===== src/rtl/ps2_pkg.sv =====
// Shared PS/2 definitions: host-transmit FSM states, mouse command bytes, 100 MHz timing defaults.
// Latency: n/a (package). Backpressure: n/a.
// Used by both host transmit and receive paths.
package ps2_pkg;

    typedef enum logic [3:0] {
        ST_IDLE,
        ST_INHIBIT,
        ST_RTS,
        ST_DATA,
        ST_PARITY,
        ST_STOP,
        ST_WAIT_IDLE,
        ST_DONE,
        ST_ERROR
    } state_t;

    localparam logic [7:0] CMD_RESET           = 8'hFF;
    localparam logic [7:0] CMD_ENABLE_REPORT   = 8'hF4;
    localparam logic [7:0] CMD_SET_SAMPLE_RATE = 8'hF3;
    localparam logic [7:0] ACK_BYTE            = 8'hFA;

    localparam int DEF_INHIBIT_CYCLES = 10000;    // 100 us
    localparam int DEF_TIMEOUT_CYCLES = 1500000;  // 15 ms
    localparam int DEF_FILTER_LEN     = 8;

    function automatic logic odd_parity(input logic [7:0] d);
        return ~^d;
    endfunction

endpackage


===== src/rtl/ps2_line_filter.sv =====
// PS/2 line conditioner: 2-flop synchronizer, FILTER_LEN-sample debounce, registered falling-edge pulse.
// Latency: level/fall update 1+FILTER_LEN edges after the pad change is first sampled.
// Backpressure: none; free-running.
module ps2_line_filter #(
    parameter int FILTER_LEN = 8
) (
    input  logic clk,
    input  logic rst,
    input  logic pad,
    output logic level,
    output logic fall
);
    localparam int CW = $clog2(FILTER_LEN + 1);
    localparam logic [CW-1:0] CNT_LAST = CW'(FILTER_LEN - 1);

    logic          s1;
    logic          s2;
    logic [CW-1:0] cnt;

    // Idle bus is high, so everything resets to 1 to avoid a spurious edge.
    always_ff @(posedge clk or negedge rst) begin
        if (!rst) begin
            s1    <= 1'b1;
            s2    <= 1'b1;
            level <= 1'b1;
            cnt   <= '0;
            fall  <= 1'b0;
        end else begin
            s1   <= pad;
            s2   <= s1;
            fall <= 1'b0;
            if (s2 == level) begin
                cnt <= '0;
            end else if (cnt == CNT_LAST) begin
                level <= s2;
                cnt   <= '0;
                fall  <= ~s2;
            end else begin
                cnt <= cnt + 1'b1;
            end
        end
    end

endmodule


===== src/rtl/ps2_host_tx.sv =====
// Host-to-device PS/2 command transmitter: inhibit, request-to-send, 11 device-clocked bits, ack check.
// Latency: data_oe changes 1 cycle after a filtered device clock fall; tx_done/tx_error are 1-cycle pulses.
// Backpressure: tx_ready only in IDLE, tx_valid ignored otherwise. Macro PS2_HOST_TX_RETRY_EN adds 2 retries.
module ps2_host_tx
    import ps2_pkg::*;
#(
    parameter int INHIBIT_CYCLES = DEF_INHIBIT_CYCLES,
    parameter int TIMEOUT_CYCLES = DEF_TIMEOUT_CYCLES,
    parameter int FILTER_LEN     = DEF_FILTER_LEN
) (
    input  logic       clk,
    input  logic       rst,
    input  logic [7:0] tx_data,
    input  logic       tx_valid,
    output logic       tx_ready,
    output logic       tx_done,
    output logic       tx_error,
    output logic       busy,
    input  logic       ps2_clk_in,
    input  logic       ps2_data_in,
    output logic       ps2_clk_oe,
    output logic       ps2_data_oe
);
    localparam int TMAX = (INHIBIT_CYCLES > TIMEOUT_CYCLES) ? INHIBIT_CYCLES : TIMEOUT_CYCLES;
    localparam int TW   = $clog2(TMAX + 1);
    localparam logic [TW-1:0] INH_LAST = TW'(INHIBIT_CYCLES - 1);
    localparam logic [TW-1:0] TMO_LAST = TW'(TIMEOUT_CYCLES - 1);

    state_t        state;
    state_t        next;
    logic          clk_level;
    logic          clk_fall;
    logic          data_s1;
    logic          data_s;
    logic [7:0]    byte_q;
    logic          par_q;
    logic [2:0]    bit_idx;
    logic [TW-1:0] timer;
    logic          timed;
    logic          tmo_hit;
    logic          fail;
    logic          retry_ok;
    logic          accept;

    ps2_line_filter #(
        .FILTER_LEN(FILTER_LEN)
    ) u_clk_filter (
        .clk   (clk),
        .rst   (rst),
        .pad   (ps2_clk_in),
        .level (clk_level),
        .fall  (clk_fall)
    );

    assign accept  = (state == ST_IDLE) && tx_valid;
    assign timed   = (state inside {ST_RTS, ST_DATA, ST_PARITY, ST_STOP, ST_WAIT_IDLE});
    // A fall in the same cycle restarts the window rather than expiring it.
    assign tmo_hit = timed && !clk_fall && (timer == TMO_LAST);

`ifdef PS2_HOST_TX_RETRY_EN
    logic [1:0] retry_cnt;

    always_ff @(posedge clk or negedge rst) begin
        if (!rst) begin
            retry_cnt <= 2'd0;
        end else if (state == ST_IDLE) begin
            retry_cnt <= 2'd0;
        end else if (fail && retry_ok) begin
            retry_cnt <= retry_cnt + 2'd1;
        end
    end

    assign retry_ok = (retry_cnt != 2'd2);
`else
    assign retry_ok = 1'b0;
`endif

    always_ff @(posedge clk or negedge rst) begin
        if (!rst) begin
            state <= ST_IDLE;
        end else begin
            state <= next;
        end
    end

    always_ff @(posedge clk or negedge rst) begin
        if (!rst) begin
            data_s1 <= 1'b1;
            data_s  <= 1'b1;
            byte_q  <= 8'h00;
            par_q   <= 1'b0;
            bit_idx <= 3'd0;
            timer   <= '0;
        end else begin
            data_s1 <= ps2_data_in;
            data_s  <= data_s1;
            if (accept) begin
                byte_q <= tx_data;
                par_q  <= odd_parity(tx_data);
            end
            if (state == ST_RTS) begin
                bit_idx <= 3'd0;
            end else if (state == ST_DATA && clk_fall) begin
                bit_idx <= bit_idx + 3'd1;
            end
            // One timer serves both the inhibit hold and the inter-edge watchdog.
            if (next != state || (timed && clk_fall)) begin
                timer <= '0;
            end else if (timed || state == ST_INHIBIT) begin
                timer <= timer + 1'b1;
            end
        end
    end

    always_comb begin
        next = state;
        fail = 1'b0;
        if (tmo_hit) begin
            fail = 1'b1;
        end else begin
            case (state)
                ST_IDLE:      if (tx_valid) next = ST_INHIBIT;
                ST_INHIBIT:   if (timer == INH_LAST) next = ST_RTS;
                ST_RTS:       if (clk_fall) next = ST_DATA;
                ST_DATA:      if (clk_fall && bit_idx == 3'd7) next = ST_PARITY;
                ST_PARITY:    if (clk_fall) next = ST_STOP;
                ST_STOP: begin
                    if (clk_fall) begin
                        if (data_s) fail = 1'b1;
                        else        next = ST_WAIT_IDLE;
                    end
                end
                ST_WAIT_IDLE: if (clk_level && data_s) next = ST_DONE;
                ST_DONE:      next = ST_IDLE;
                ST_ERROR:     next = ST_IDLE;
                default:      next = ST_IDLE;
            endcase
        end
        if (fail) begin
            next = retry_ok ? ST_INHIBIT : ST_ERROR;
        end
    end

    always_comb begin
        ps2_clk_oe  = 1'b0;
        ps2_data_oe = 1'b0;
        tx_ready    = 1'b0;
        tx_done     = 1'b0;
        tx_error    = 1'b0;
        busy        = 1'b1;
        case (state)
            ST_IDLE: begin
                tx_ready = 1'b1;
                busy     = 1'b0;
            end
            ST_INHIBIT: begin
                ps2_clk_oe  = 1'b1;
                ps2_data_oe = (timer == INH_LAST);
            end
            ST_RTS:    ps2_data_oe = 1'b1;
            ST_DATA:   ps2_data_oe = ~byte_q[bit_idx];
            ST_PARITY: ps2_data_oe = ~par_q;
            ST_DONE:   tx_done     = 1'b1;
            ST_ERROR:  tx_error    = 1'b1;
            default: begin
                ps2_clk_oe  = 1'b0;
                ps2_data_oe = 1'b0;
            end
        endcase
        // Release the bus in the very cycle the watchdog expires.
        if (tmo_hit) begin
            ps2_clk_oe  = 1'b0;
            ps2_data_oe = 1'b0;
        end
    end

endmodule

===== config.mk =====
export PLATFORM = sky130hd
export DESIGN_NAME = ps2_host_tx
export DESIGN_NICKNAME = d
export VERILOG_FILES = /design/src/rtl/ps2_pkg.sv /design/src/rtl/ps2_line_filter.sv /design/src/rtl/ps2_host_tx.sv
export SDC_FILE = /design/constraint.sdc
export NUM_CORES = 1
export LEC_CHECK = 0
export BUFFER_PORTS_ARGS = -buffer_cell sky130_fd_sc_hd__buf_2
export CORE_ASPECT_RATIO = 1.25
export CORE_MARGIN = 3
export CORE_UTILIZATION = 25
export CTS_CLUSTER_DIAMETER = 50
export DETAILED_ROUTE_END_ITERATION = 7
export GPL_TIMING_DRIVEN = 1
export SETUP_SLACK_MARGIN = 0.1
export SYNTH_ARGS = -nofsm -noshare
export SYNTH_HDL_FRONTEND = slang
export SYNTH_SLANG_ARGS = --single-unit

===== constraint.sdc =====
create_clock -name clk -period 3.73 [get_ports clk]
set_input_delay 0.5595 -clock clk [delete_from_list [all_inputs] [get_ports clk]]
set_output_delay 0.5595 -clock clk [all_outputs]
set_load 0.005 [all_outputs]

* Yosys cells after proc, flatten, opt, wreduce, memory -nomap -nowiden
Index checks and enable logic that the tools add are counted.
** Operators by class
- Add/sub/neg operators :: 3
- Magnitude comparators :: 1
- Equal/unequal tests :: 14
- Mux-type cells :: 33
- Bitwise logic cells :: 4
- Reductions and logical operators :: 16
** Operators by type and width (count)
- $mux 4 :: 12
- $mux 21 :: 2
- $pmux 4 s7 :: 1
- $add 21x1->21 const B :: 1
- $eq 21x14->1 const B :: 1
- $eq 21x21->1 const B :: 1
- $eq 4x3->1 const B :: 5
- $mux 1 :: 14
- $eq 4x2->1 const B :: 2
- $reduce_xnor 8->1 :: 1
- $logic_and 1x1->1 :: 7
- $mux 3 :: 2
- $reduce_bool 5->1 :: 1
- $add 4x1->4 const B :: 1
- $eq 4x1->1 const B :: 1
- $eq 4x4->1 const B :: 1
- $logic_not 4->1 :: 1
- $lt 3x4->1 const B :: 1
- $ne 4x4->1 :: 1
- $not 1->1 :: 4
- $pmux 1 s4 :: 1
- $reduce_bool 2->1 :: 2
- $add 3x1->3 const B :: 1
- $bmux 1 s3 :: 1
- 5 further kinds :: 6
** Storage, ports and cells
- Register bits :: 47
- Output and inout port bits :: 6
- Logic and storage cells :: 83

* Longest topological paths before layout
Gate-level depths: netlist of the first run.
- Depth after elaboration :: 9
- Gate-level depth with buffers :: 8
- Gate-level depth less buffers :: 7

* By module
From an unflattened synthesis of the first run, not the netlist that was laid out.
** Unflattened totals
- Cells, all modules :: 253
- Area total of the unflattened synthesis :: 2621.3 um^2
** Modules (own cells, without submodules)
- ps2_host_tx :: instances 1, cells an instance 232, area each 2309.7 um^2, sequential area each 978.4 um^2
- ps2_line_filter :: instances 1, cells an instance 21, area each 311.5 um^2, sequential area each 203.9 um^2

* Least setup slack after synthesis of the first run
OpenSTA, ideal clock, no wires.
- Kind :: reg-to-reg
- Start :: reg timer[17]
- End :: reg timer[19]
- Setup time :: 89 ps
- Arrival time :: 2171 ps
- Required time :: 3641 ps
- Setup slack :: 1471 ps
- Cell stages (with the launch flop) :: 7
- Buffers on the path :: 1
- Clock period less this slack :: 2259 ps
- Path through :: dfrtp_1 > or4_4 > nor4_4 > a21boi_2 > or4_4 > buf_6 > a211oi_2
** On the way
- Word-level cells in the longest chain between the ends :: 8
- Elaborated cells between the ends (all ways) :: 14
** Ends and longest elaborated chain
- start: declaration :: line ps2_host_tx.sv:38 : logic [TW-1:0] timer;
- start signal: assignment :: line ps2_host_tx.sv:110 : timer <= timer + 1'b1;
- $eq 21x14->1 :: line ps2_host_tx.sv:123 : ST_INHIBIT: if (timer == INH_LAST) next = ST_RTS;
- $mux 4 :: line ps2_host_tx.sv:123
- $pmux 4 s7 :: line ps2_host_tx.sv:121 : case (state)
- $mux 4 :: line ps2_host_tx.sv:118 : if (tmo_hit) begin
- $mux 4 :: line ps2_host_tx.sv:139 : if (fail) begin
- $ne 4x4->1 :: line ps2_host_tx.sv:107 : if (next != state || (timed && clk_fall)) begin
- $logic_or 1x1->1 :: line ps2_host_tx.sv:107
- $mux 21 or $reduce_bool 2->1 (tied branches)
Parallel ways exist; a longest one is shown, timed or not. The select of a mux whose other input is x is not followed.
A chain may end at the register's enable or synchronous reset.

* Worst setup path in the final report of the first run
- Start :: reg state[0]
- End :: reg timer[0]
** On the way
- Word-level cells in the longest chain between the ends :: 9
- Elaborated cells between the ends (all ways) :: 29
** Ends and longest elaborated chain
- start: declaration :: line ps2_host_tx.sv:29 : state_t state;
- start signal: assignment :: line ps2_host_tx.sv:82 : state <= next;
- $eq 4x2->1 or $eq 4x3->1 (tied branches) :: line ps2_host_tx.sv:56, ps2_host_tx.sv:121
- $reduce_bool 5->1 :: line ps2_host_tx.sv:56 : assign timed = (state inside {ST_RTS, ST_DATA, ST_PARITY, ST_STOP, ST_WAIT_IDLE});
- $logic_and 1x1->1 (2 in a row) :: line ps2_host_tx.sv:58 : assign tmo_hit = timed && !clk_fall && (timer == TMO_LAST);
- $mux 4 or $mux 1 (tied branches) :: line ps2_host_tx.sv:118
- $mux 4 :: line ps2_host_tx.sv:139
- $ne 4x4->1 :: line ps2_host_tx.sv:107
- $logic_or 1x1->1 :: line ps2_host_tx.sv:107
- $mux 21 or $reduce_bool 2->1 (tied branches)
Parallel ways exist; a longest one is shown, timed or not.

==> impl_metrics.ini, run 1 <==
[outcome]
status = finished, final reports clean

[power]
p_leak_uw = 0.00121
seq_power_share = 0.506
irDropWorstVdd_uv = 229
netSwitchingPower_uw = 238
p_int_uw = 855
share_comb_of_total_power = 0.064
powerDensity_mw_per_mm2 = 350
p_sw_frac = 0.218
clockPowerShare = 0.430

[synth]
synth-seq-cells = 47
ys_types = 48
synth_top_area_cell = dfrtp_1
synth_top_cell_area_share = 0.382
syn_avg_cell_area_um2 = 10.7
netlist_area_mm2 = 0.00275
synth-edff-count = 0
ys_seq_area_frac = 0.430
synth.area.top_cells = dfrtp_1 (38%), a211oi_2 (9.1%), xnor2_1 (6.4%)
synthesis.nets = 275
synth_warnings = 0
async_flop_share = 1.00
syn_inst = 258
synth_ff_type = dfrtp_1

[sta]
rsz0062_at_grt = false
worst_pin_slew_ps = 1050
setup-tns-final_ps = 0
finalCriticalPeriod_ps = 2760
fmax_ghz = 0.362
slew_viol_final = 0
finalClockSkew_ps = 7.06
relSlewSlack = 0.300
finalSetupViolCount = 0
timing.final.crit_share = 0.740
hold_violations = 0

[global_routing]
grt_max_degree = 48
grt_pass1_wl_um = 10200
antenna_found_initial = 0
grt_usage = 0.103
gr-total-overflow = 0
grt_pass1_vias = 2060

[floorplanning]
start_util = 0.258
die_h_um = 123
ioPinCount = 19
dieArea_mm2 = 0.0123
die_w_um = 99.9
rows = 42
core_area_mm2 = 0.0107

[worst_setup_path]
path_buf_inv = 0
path_cells = nor4_1 > nand2_1 > o311ai_0 > or4_4 > a211oi_1
endpoint_kind = flop
worst_path_max_delay_cell = or4_4
critical_path.max_fanout = 21
worst-setup-path-type = flop to flop
worstSetupStartpointType = flop
max_stage_delay_ps = 710
worstPathArrival_ps = 2950
required_ps = 3920
reg2reg_slack_ps = 970
crit_family = simple AND/OR/NAND/NOR gates

[final_layout]
register_area_mm2 = 0.00118
n_fill_cell = 1103
finalNetCount = 288
layout-drive-gt1-share = 0.250
final_common_cell = dfrtp_1
stdcell_area_mm2 = 0.00312
syn2layout_area_growth_pct = 13.5
antenna_cells = 0
multi_input_comb_area_mm2 = 0.00149
layout_common_cells = dfrtp_1 (42), xnor2_1 (20), a211oi_2 (20)

[clocking]
cts_resized = 0
cts_tree = yes
cts_buffer_depth = 2
clk_pin_slew_worst_paths_ps = 60
numCtsBuffers = 5
holdBufCountCts = 0
clock-root-buffer = clkbuf_16
cts_setup_buffers = 0
cts_sinks = 47
htreeDepth = 2
insertion_delay_ps = 290

[placement]
port_buffers = 18
gp_congestion = 0.830
hpwl_um = 4370
dpl_cell_area_mm2 = 0.00297

[route]
vias_per_cell = 5.00
ant_nets = 0
drt_iter0_drc = 90
drc_errors = 0
vias = 2020
drt-total-wl_um = 5960
routedWlPerCell_um = 14.7
first_pass_iters = 4

[hold_path]
holdCritPathClass = flop to flop

[flow_run]
drv_cap = 0
==> worst register-to-register path: stages (launching register included) <==
cell and delay, ps:
dfrtp_1 700, nor4_1 180, nand2_1 360, o311ai_0 390, or4_4 710, a211oi_1 330
==> per-stage QoR <==
step | cells | total power (uW) | hold slack, ps | util | worst slack [ps]
6_report | 404 | 1090 | 357 | 0.293 | 969
5_1_grt | 404 | 1150 | 357 | 0.293 | 718
4_1_cts | 404 | 1110 | 358 | 0.293 | 959
3_5_place_dp | 396 | 635 | 349 | 0.278 | 990
3_3_place_gp | 396 | 630 | 348 | 0.278 | 1130
2_1_floorplan | 258 | 602 | 264 | - | 1470
==> metal layers <==
metal	GRT usage	up-vias	part of all wire
met5	0	-	0
met4	0.0436	0	0.028
met3	0.0226	15	0.034
met2	0.174	40	0.50
met1	0.126	990	0.43
li1	-	975	-
==> registers in the layout, summed over array words and instances (netlist names) <==
name / count
data_s1: 1
par_q: 1
u_clk_filter.level: 1
state: 4
u_clk_filter.s2: 1
bit_idx: 3
byte_q: 8
u_clk_filter.s1: 1
timer: 21
u_clk_filter.cnt: 4
data_s: 1
u_clk_filter.fall: 1
==> kinds of logic (layout without fill, tap and decap cells) <==
group                      count (synthesis)  after routing  share of synthesized area
and+or+nand+nor                           98             98                      0.210
DFF                                       47             47                      0.430
AOI/OAI and AO/OA                         46             46                      0.159
xor gates and xnor gates                  29             29                     0.0923
buffers and inverters                     21             35                     0.0350
muxes                                     13             13                     0.0564
adders and majority gates                  4              4                     0.0182
==> power groups by stage <==
stage	combinational (uW)	clock [uW]	sequential [uW]
6_report	70.4	469	553
3_3_place_gp	68.8	0	561
4_1_cts	72.9	484	553
2_1_floorplan	45.8	0	556
5_1_grt	82.7	508	556
3_5_place_dp	72.5	0	562
==> final timing paths <==
path | cells after the start | start | end
worst max-delay path | 5 | state[0] | timer[0]
worst min-delay path | 0 | data_s1 | data_s
worst max register to register | 5 | state[0] | timer[0]
worst min register to register | 0 | data_s1 | data_s
max in group asynchronous | 1 | rst | timer[12]
min in group asynchronous | 1 | rst | u_clk_filter.cnt[1]
==> layout make-up <==
class | count | share of cell area
clock buffer | 8 | 0.0501
tap | 132 | 0.0529
timing repair buffer | 20 | 0.0337
sequential | 47 | 0.379
multi-input combinational | 190 | 0.476
inverter | 7 | 0.00841
==> synthesized netlist by cell type (all sizes together), types with 2 or more instances <==
cell type  count
nand2b         2
mux2          10
nand4          6
o2bb2ai        2
or3            2
dfrtp         42
a21oi          4
nor2          10
a211oi        21
inv            7
and3           6
a22o           3
or4            3
o2111ai        2
nor2b          5
o21ai          7
nand3b         2
clkbuf         8
nor4b          3
ha             4
and4           3
xor2           9
buf            6
nand2         17
nor3           9
nor3b          5
nor4           3
nand3         14
and2           5
dfstp          5
mux2i          2
xnor2         20
Power figures use the tool's default switching activity.
==> inputs of run 2 (changes only) <==
--- a/config.mk
+++ b/config.mk
@@ -5,6 +5,7 @@
 export SDC_FILE = /design/constraint.sdc
 export NUM_CORES = 1
 export LEC_CHECK = 0
+export ABC_AREA = 1
 export BUFFER_PORTS_ARGS = -buffer_cell sky130_fd_sc_hd__buf_2
 export CORE_ASPECT_RATIO = 1.25
 export CORE_MARGIN = 3
==> constraint.sdc (replaced) <==
create_clock -name clk -period 2.3 [get_ports clk]
set_input_delay 0.345 -clock clk [delete_from_list [all_inputs] [get_ports clk]]
set_output_delay 0.345 -clock clk [all_outputs]
set_load 0.005 [all_outputs]
==> run 2 against run 1 <==
Clock skew shrank 1.5 ps. Area after synthesis rose by 0.86%. Power grew 110%. First-iteration DRC count increased by 24%. Final area rose by 3.2%. Via count rose by 7.6%. Routed wire length down 4.5%. Register-to-register slack worse by 540 ps. Clock power up 79%. Critical endpoint is now ps2_data_oe. Largest power group unchanged. Non-clock buffer count rose by 2.
==> impl_metrics.ini, run 2 <==
[final_layout]
reg.largest.list = timer: 21 flops, byte_q: 8 flops
top_register = timer
final_common_cell = nand2_1
stdcell_area_mm2 = 0.00322
largest_reg_flops = 21
layout_common_cells = nand2_1 (54), dfrtp_1 (40), inv_1 (36)
layout-drive-gt1-share = 0.282
antenna_cells = 0
syn2layout_area_growth_pct = 16.1
final_cells = 487
finalNetCount = 371

[route]
ant_nets = 0
drt-total-wl_um = 5690
routed-wl-met3_um = 236
m1WireLength_um = 2430
drc_errors = 0
drt_iter0_drc = 112
vias_per_cell = 4.46
routedWlPerCell_um = 11.7
vias = 2174
maxUsedRoutingLayer = met4
first_pass_iters = 4
wl_met2_um = 2850

[power]
powerDensity_mw_per_mm2 = 715
seq_power_share = 0.458
netSwitchingPower_uw = 611
p_int_uw = 1690
clockPowerShare = 0.364
p_sw_frac = 0.265
irDropWorstVdd_uv = 302
share_comb_of_total_power = 0.178
p_leak_uw = 0.00141

[worst_setup_path]
worst-setup-path-type = flop to output port
worstPathArrival_ps = 1730
r2r_end = timer[15]
worstSetupStartpointType = flop
reg2reg_from = state[2]
startpoint = state[1]
max_stage_delay_ps = 520
path_cells = inv_2 > nand3_2 > inv_1 > o41ai_1 > a21oi_1 > buf_2
required_ps = 1960
endpoint_kind = output port
worst_path_max_delay_cell = dfrtp_1
critical_path.max_fanout = 6
r2r_cells = 12
reg2reg_slack_ps = 430

[synth]
syn_inst = 331
synth_warnings = 0
ys_types = 38
synth_common_cells = nand2_1 (54), dfrtp_1 (42), inv_1 (36)
synth_top_cell_area_share = 0.379
synth-seq-cells = 47
ys_seq_area_frac = 0.426
synth_ff_type = dfrtp_1
synth.area.top_cells = dfrtp_1 (38%), nand2_1 (7.3%), nor2_2 (5.9%)
synth-edff-count = 0
async_flop_share = 1.00
syn_avg_cell_area_um2 = 8.39
synthesis.nets = 348
synth_top_area_cell = dfrtp_1
synth.most_common_cell = nand2_1
netlist_area_mm2 = 0.00278

[sta]
rsz0062_at_grt = false
slew_viol_final = 0
hold_violations = 0
whs_ps = 149
setup-tns-final_ps = 0
layout_setup_ws_ps = 220
timing.final.crit_share = 0.904
finalCriticalPeriod_ps = 2080
worst_pin_slew_ps = 601
finalSetupViolCount = 0
finalClockSkew_ps = 5.60
relSlewSlack = 0.599
fmax_ghz = 0.481

[clocking]
clock-root-buffer = clkbuf_16
htreeDepth = 2
insertion_delay_ps = 290
cts_buffer_depth = 2
numCtsBuffers = 5
holdBufCountCts = 0
cts_sinks = 47
cts_tree = yes
clk_pin_slew_worst_paths_ps = 60

[floorplanning]
die_h_um = 124
rows = 42
core_area_mm2 = 0.0107
start_util = 0.259
ioPinCount = 19
die_w_um = 100
dieArea_mm2 = 0.0124

[outcome]
status = finished, final reports clean

[global_routing]
grt_pass1_wl_um = 9870
gr-total-overflow = 0
antenna_found_initial = 0
grt_pass1_vias = 2176
grt_max_degree = 48
grt_usage = 0.0995

[hold_path]
holdCritPathClass = input pin to async pin

[placement]
dpl_cell_area_mm2 = 0.00302
hpwl_um = 4330
port_buffers = 18
gp_congestion = 0.884
post-place-ws_ps = 394
dp.cells = 478

[flow_run]
drv_cap = 0
-- run 2: cell count changes in the layout (fill, tap and decap cells not counted), sizes merged, moves of 5 or more --
cell	previous run	this run
xnor2	20	11
a211oi	21	0
xor2	9	16
nand3	14	23
nand2	17	65
nor2b	5	0
and2	5	0
inv	7	42
and3	6	1
nor2	10	63
-- run 2: what timing repair did --
action	4_1_cts	5_1_grt
pin swaps	0	1
setup endpoints to repair	1	1
buffers inserted	0	1
gates resized for setup	2	7
-- run 2: area by class of cell --
cell class                      instances  area [um^2]
Fill cell                            1144         7500
Multi-Input combinational cell        236         1410
Sequential cell                        47         1180
Tap cell                              132          165
Inverter                               42          160
Clock buffer                            6          139
Timing Repair Buffer                   22          133
Clock inverter                          2         35.0
-- run 2: layer usage --
layer	vias up	GRT usage
li1	1095	-
met1	1018	0.118
met2	48	0.165
met3	13	0.0252
met4	0	0.0531
met5	-	0
-- run 2: how the worst max path moves through the flow --
stage / end
3_5_place_dp: ps2_data_oe
5_1_grt: ps2_data_oe
6_report: ps2_data_oe
2_1_floorplan: timer[12]
4_1_cts: ps2_data_oe
3_3_place_gp: ps2_data_oe
-- run 2: metrics by stage --
step | util | power [uW]
4_1_cts | 0.298 | 2330
3_3_place_gp | 0.282 | 1450
5_1_grt | 0.301 | 2440
2_1_floorplan | - | 1350
6_report | 0.301 | 2310
3_5_place_dp | 0.282 | 1470
-- run 2: cells by family after synthesis --
group,Yosys count,synth area share
flops,47,0.426
mux,8,0.0324
simple gates,175,0.318
buf+inv,48,0.0748
xor+xnor,27,0.0852
compound gates,22,0.0455
fa+ha+maj,4,0.0180
-- run 2: worst max-delay path: cells and delay by family, from the launching register on --
family | cells | cell delay (ps)
compound gates | 2 | 410
buf+inv | 3 | 350
flops | 1 | 520
simple gates | 1 | 160
-- run 2: power by group through the flow --
stage	clock network (uW)	logic, uW	registers [uW]
after floorplan	0	320	1030
after global placement	0	388	1070
after detailed placement	0	397	1070
after CTS	869	400	1060
after global routing	897	475	1070
final	840	409	1060
==> inputs of run 3 (changes only) <==
--- a/config.mk
+++ b/config.mk
@@ -13,6 +13,7 @@
 export CTS_CLUSTER_DIAMETER = 50
 export DETAILED_ROUTE_END_ITERATION = 7
 export GPL_TIMING_DRIVEN = 1
+export MAX_ROUTING_LAYER = met4
 export SETUP_SLACK_MARGIN = 0.1
 export SYNTH_ARGS = -nofsm -noshare
 export SYNTH_HDL_FRONTEND = slang
==> constraint.sdc (replaced) <==
create_clock -name clk -period 2.3 [get_ports clk]
set_input_delay 0.115 -clock clk [delete_from_list [all_inputs] [get_ports clk]]
set_output_delay 0.115 -clock clk [all_outputs]
set_load 0.005 [all_outputs]
==> run 3 against run 2 <==
Flip-flop and latch count is the same. Die area is the same. Combinational power shrank 4%. Clock skew grew 1.8 ps. Via count grew 0.87%. Worst hold slack lost 69 ps. Power shrank 1.8%. Sequential share of layout area is essentially flat. Critical endpoint unchanged. Largest power group unchanged.
==> impl_metrics.ini, run 3 (synthesis results as in run 2) <==
[worst_setup_path]
required_ps = 2180
max_stage_delay_ps = 450
r2r_end = timer[15]
path_cells = nor2_2 > nand2_1 > nor2_1 > inv_1 > o21ai_0 > nor2_1 > a21oi_1 > buf_2
endpoint = ps2_data_oe
reg2reg_slack_ps = 410
endpoint_kind = output port
cpMostUsedCell = nor2_1
crit_cells = 8
r2r_cells = 11
startpoint = state[3]
critical_path.max_fanout = 5
reg2reg_from = state[3]
worstPathArrival_ps = 1900
crit_family = simple AND/OR/NAND/NOR gates
path_buf_inv = 2
worstSetupStartpointType = flop
worst_path_max_delay_cell = dfrtp_1
worst-setup-path-type = flop to output port

[clocking]
cts_tree = yes
htreeDepth = 2
insertion_delay_ps = 290
cts_resized = 0
cts_buffer_depth = 2
clock-root-buffer = clkbuf_16
numCtsBuffers = 5
clk_pin_slew_worst_paths_ps = 60
cts_sinks = 47

[power]
seq_power_share = 0.466
share_comb_of_total_power = 0.174
clockPowerShare = 0.360
powerDensity_mw_per_mm2 = 704
p_int_uw = 1660
netSwitchingPower_uw = 606
irDropWorstVdd_uv = 287
p_sw_frac = 0.267
p_leak_uw = 0.00141

[final_layout]
final_common_cell = nand2_1
top_register = timer
reg.largest.list = timer: 21 flops, byte_q: 8 flops
finalNetCount = 373
layout_common_cells = nand2_1 (54), dfrtp_1 (42), inv_1 (36)
syn2layout_area_growth_pct = 15.9
largest_reg_flops = 21
antenna_cells = 0
multi_input_comb_area_mm2 = 0.00139
layout-drive-gt1-share = 0.258
register_area_mm2 = 0.00118
postLayoutCoreUtil = 0.300
n_fill_cell = 1132

[hold_path]
holdCritPathClass = input pin to flop
min_from = tx_data[0]

[sta]
finalSetupViolCount = 0
finalCriticalPeriod_ps = 2010
whs_ps = 79.8
fmax_ghz = 0.497
slew_viol_final = 0
finalClockSkew_ps = 7.41
timing.final.crit_share = 0.876
hold_violations = 0
relSlewSlack = 0.735
rsz0062_at_grt = false
setup-tns-final_ps = 0
worst_pin_slew_ps = 395

[global_routing]
antenna_found_initial = 0
grt_pass1_vias = 2216
grt_usage = 0.0998
gr-total-overflow = 0
grt_pass1_wl_um = 9680
met2_usage = 0.167
grtUsageMet3 = 0.0252
grt_max_degree = 32
busiest_layer = met2
grt_use_met1 = 0.111

[floorplanning]
dieArea_mm2 = 0.0124
core_area_mm2 = 0.0107
start_util = 0.259
ioPinCount = 19
die_h_um = 124
die_w_um = 100
rows = 42

[route]
first_pass_iters = 4
drc_errors = 0
drt_iter0_drc = 91
vias_per_cell = 4.48
routedWlPerCell_um = 11.5
drt-total-wl_um = 5610
ant_nets = 0
vias = 2193

[outcome]
status = finished, final reports clean

[placement]
port_buffers = 18
hpwl_um = 4310
gp_congestion = 0.928

[flow_run]
drv_cap = 0
run 3: how the worst min path moves through the flow:
stage / to / slack [ps] / cells after the start
after global routing: byte_q[6] / 80 / 2
final: byte_q[0] / 80 / 2
after global placement: u_clk_filter.cnt[0] / 50 / 1
after detailed placement: u_clk_filter.cnt[0] / 60 / 1
after CTS: byte_q[0] / 70 / 2
after floorplan: bit_idx[0] / -180 / 0
run 3: worst reg2reg max path, cell delays in order, from the launching register on:
cell,delay [ps]
dfrtp_1,450
nor2_2,220
nand2_1,130
nand2_2,150
inv_2,60
nand2_4,150
inv_4,100
nor2_4,90
nand2_1,80
nor2_2,110
xor2_1,180
nor2_2,60
run 3: layout make-up:
cell class              count  area share
multi-input cells         236       0.431
flip-flops and latches     47       0.367
well taps                 132      0.0513
inverters                  42      0.0498
repair buffers             24      0.0482
clock buffers               5      0.0389
clock inverters             3      0.0136
run 3: power groups by stage:
| stage | Sequential, uW | Clock, uW | Combinational [uW] |
|---|---|---|---|
| 2_1_floorplan | 1030 | 0 | 320 |
| 3_3_place_gp | 1070 | 0 | 388 |
| 3_5_place_dp | 1070 | 0 | 396 |
| 4_1_cts | 1060 | 846 | 403 |
| 5_1_grt | 1070 | 878 | 450 |
| 6_report | 1060 | 815 | 394 |
run 3: metal layers:
metal / wire [um] / vias to the layer above
li1: - / 1097
met1: 2380 / 1044
met2: 2880 / 39
met3: 207 / 13
met4: 148 / 0
met5: 0 / -
run 3: per-stage QoR:
step,total power (uW),instances,setup WS (ps),instance area [um^2]
2_1_floorplan,1350,331,631,2780
6_report,2260,489,286,3220
5_1_grt,2400,489,109,3220
3_3_place_gp,1460,478,449,3020
3_5_place_dp,1470,478,443,3020
4_1_cts,2310,489,307,3220
run 3: repair_timing:
action / 4_1_cts / 5_1_grt
hold endpoints to repair: 14 / 0
buffers inserted: 0 / 0
hold buffers: 3 / 0
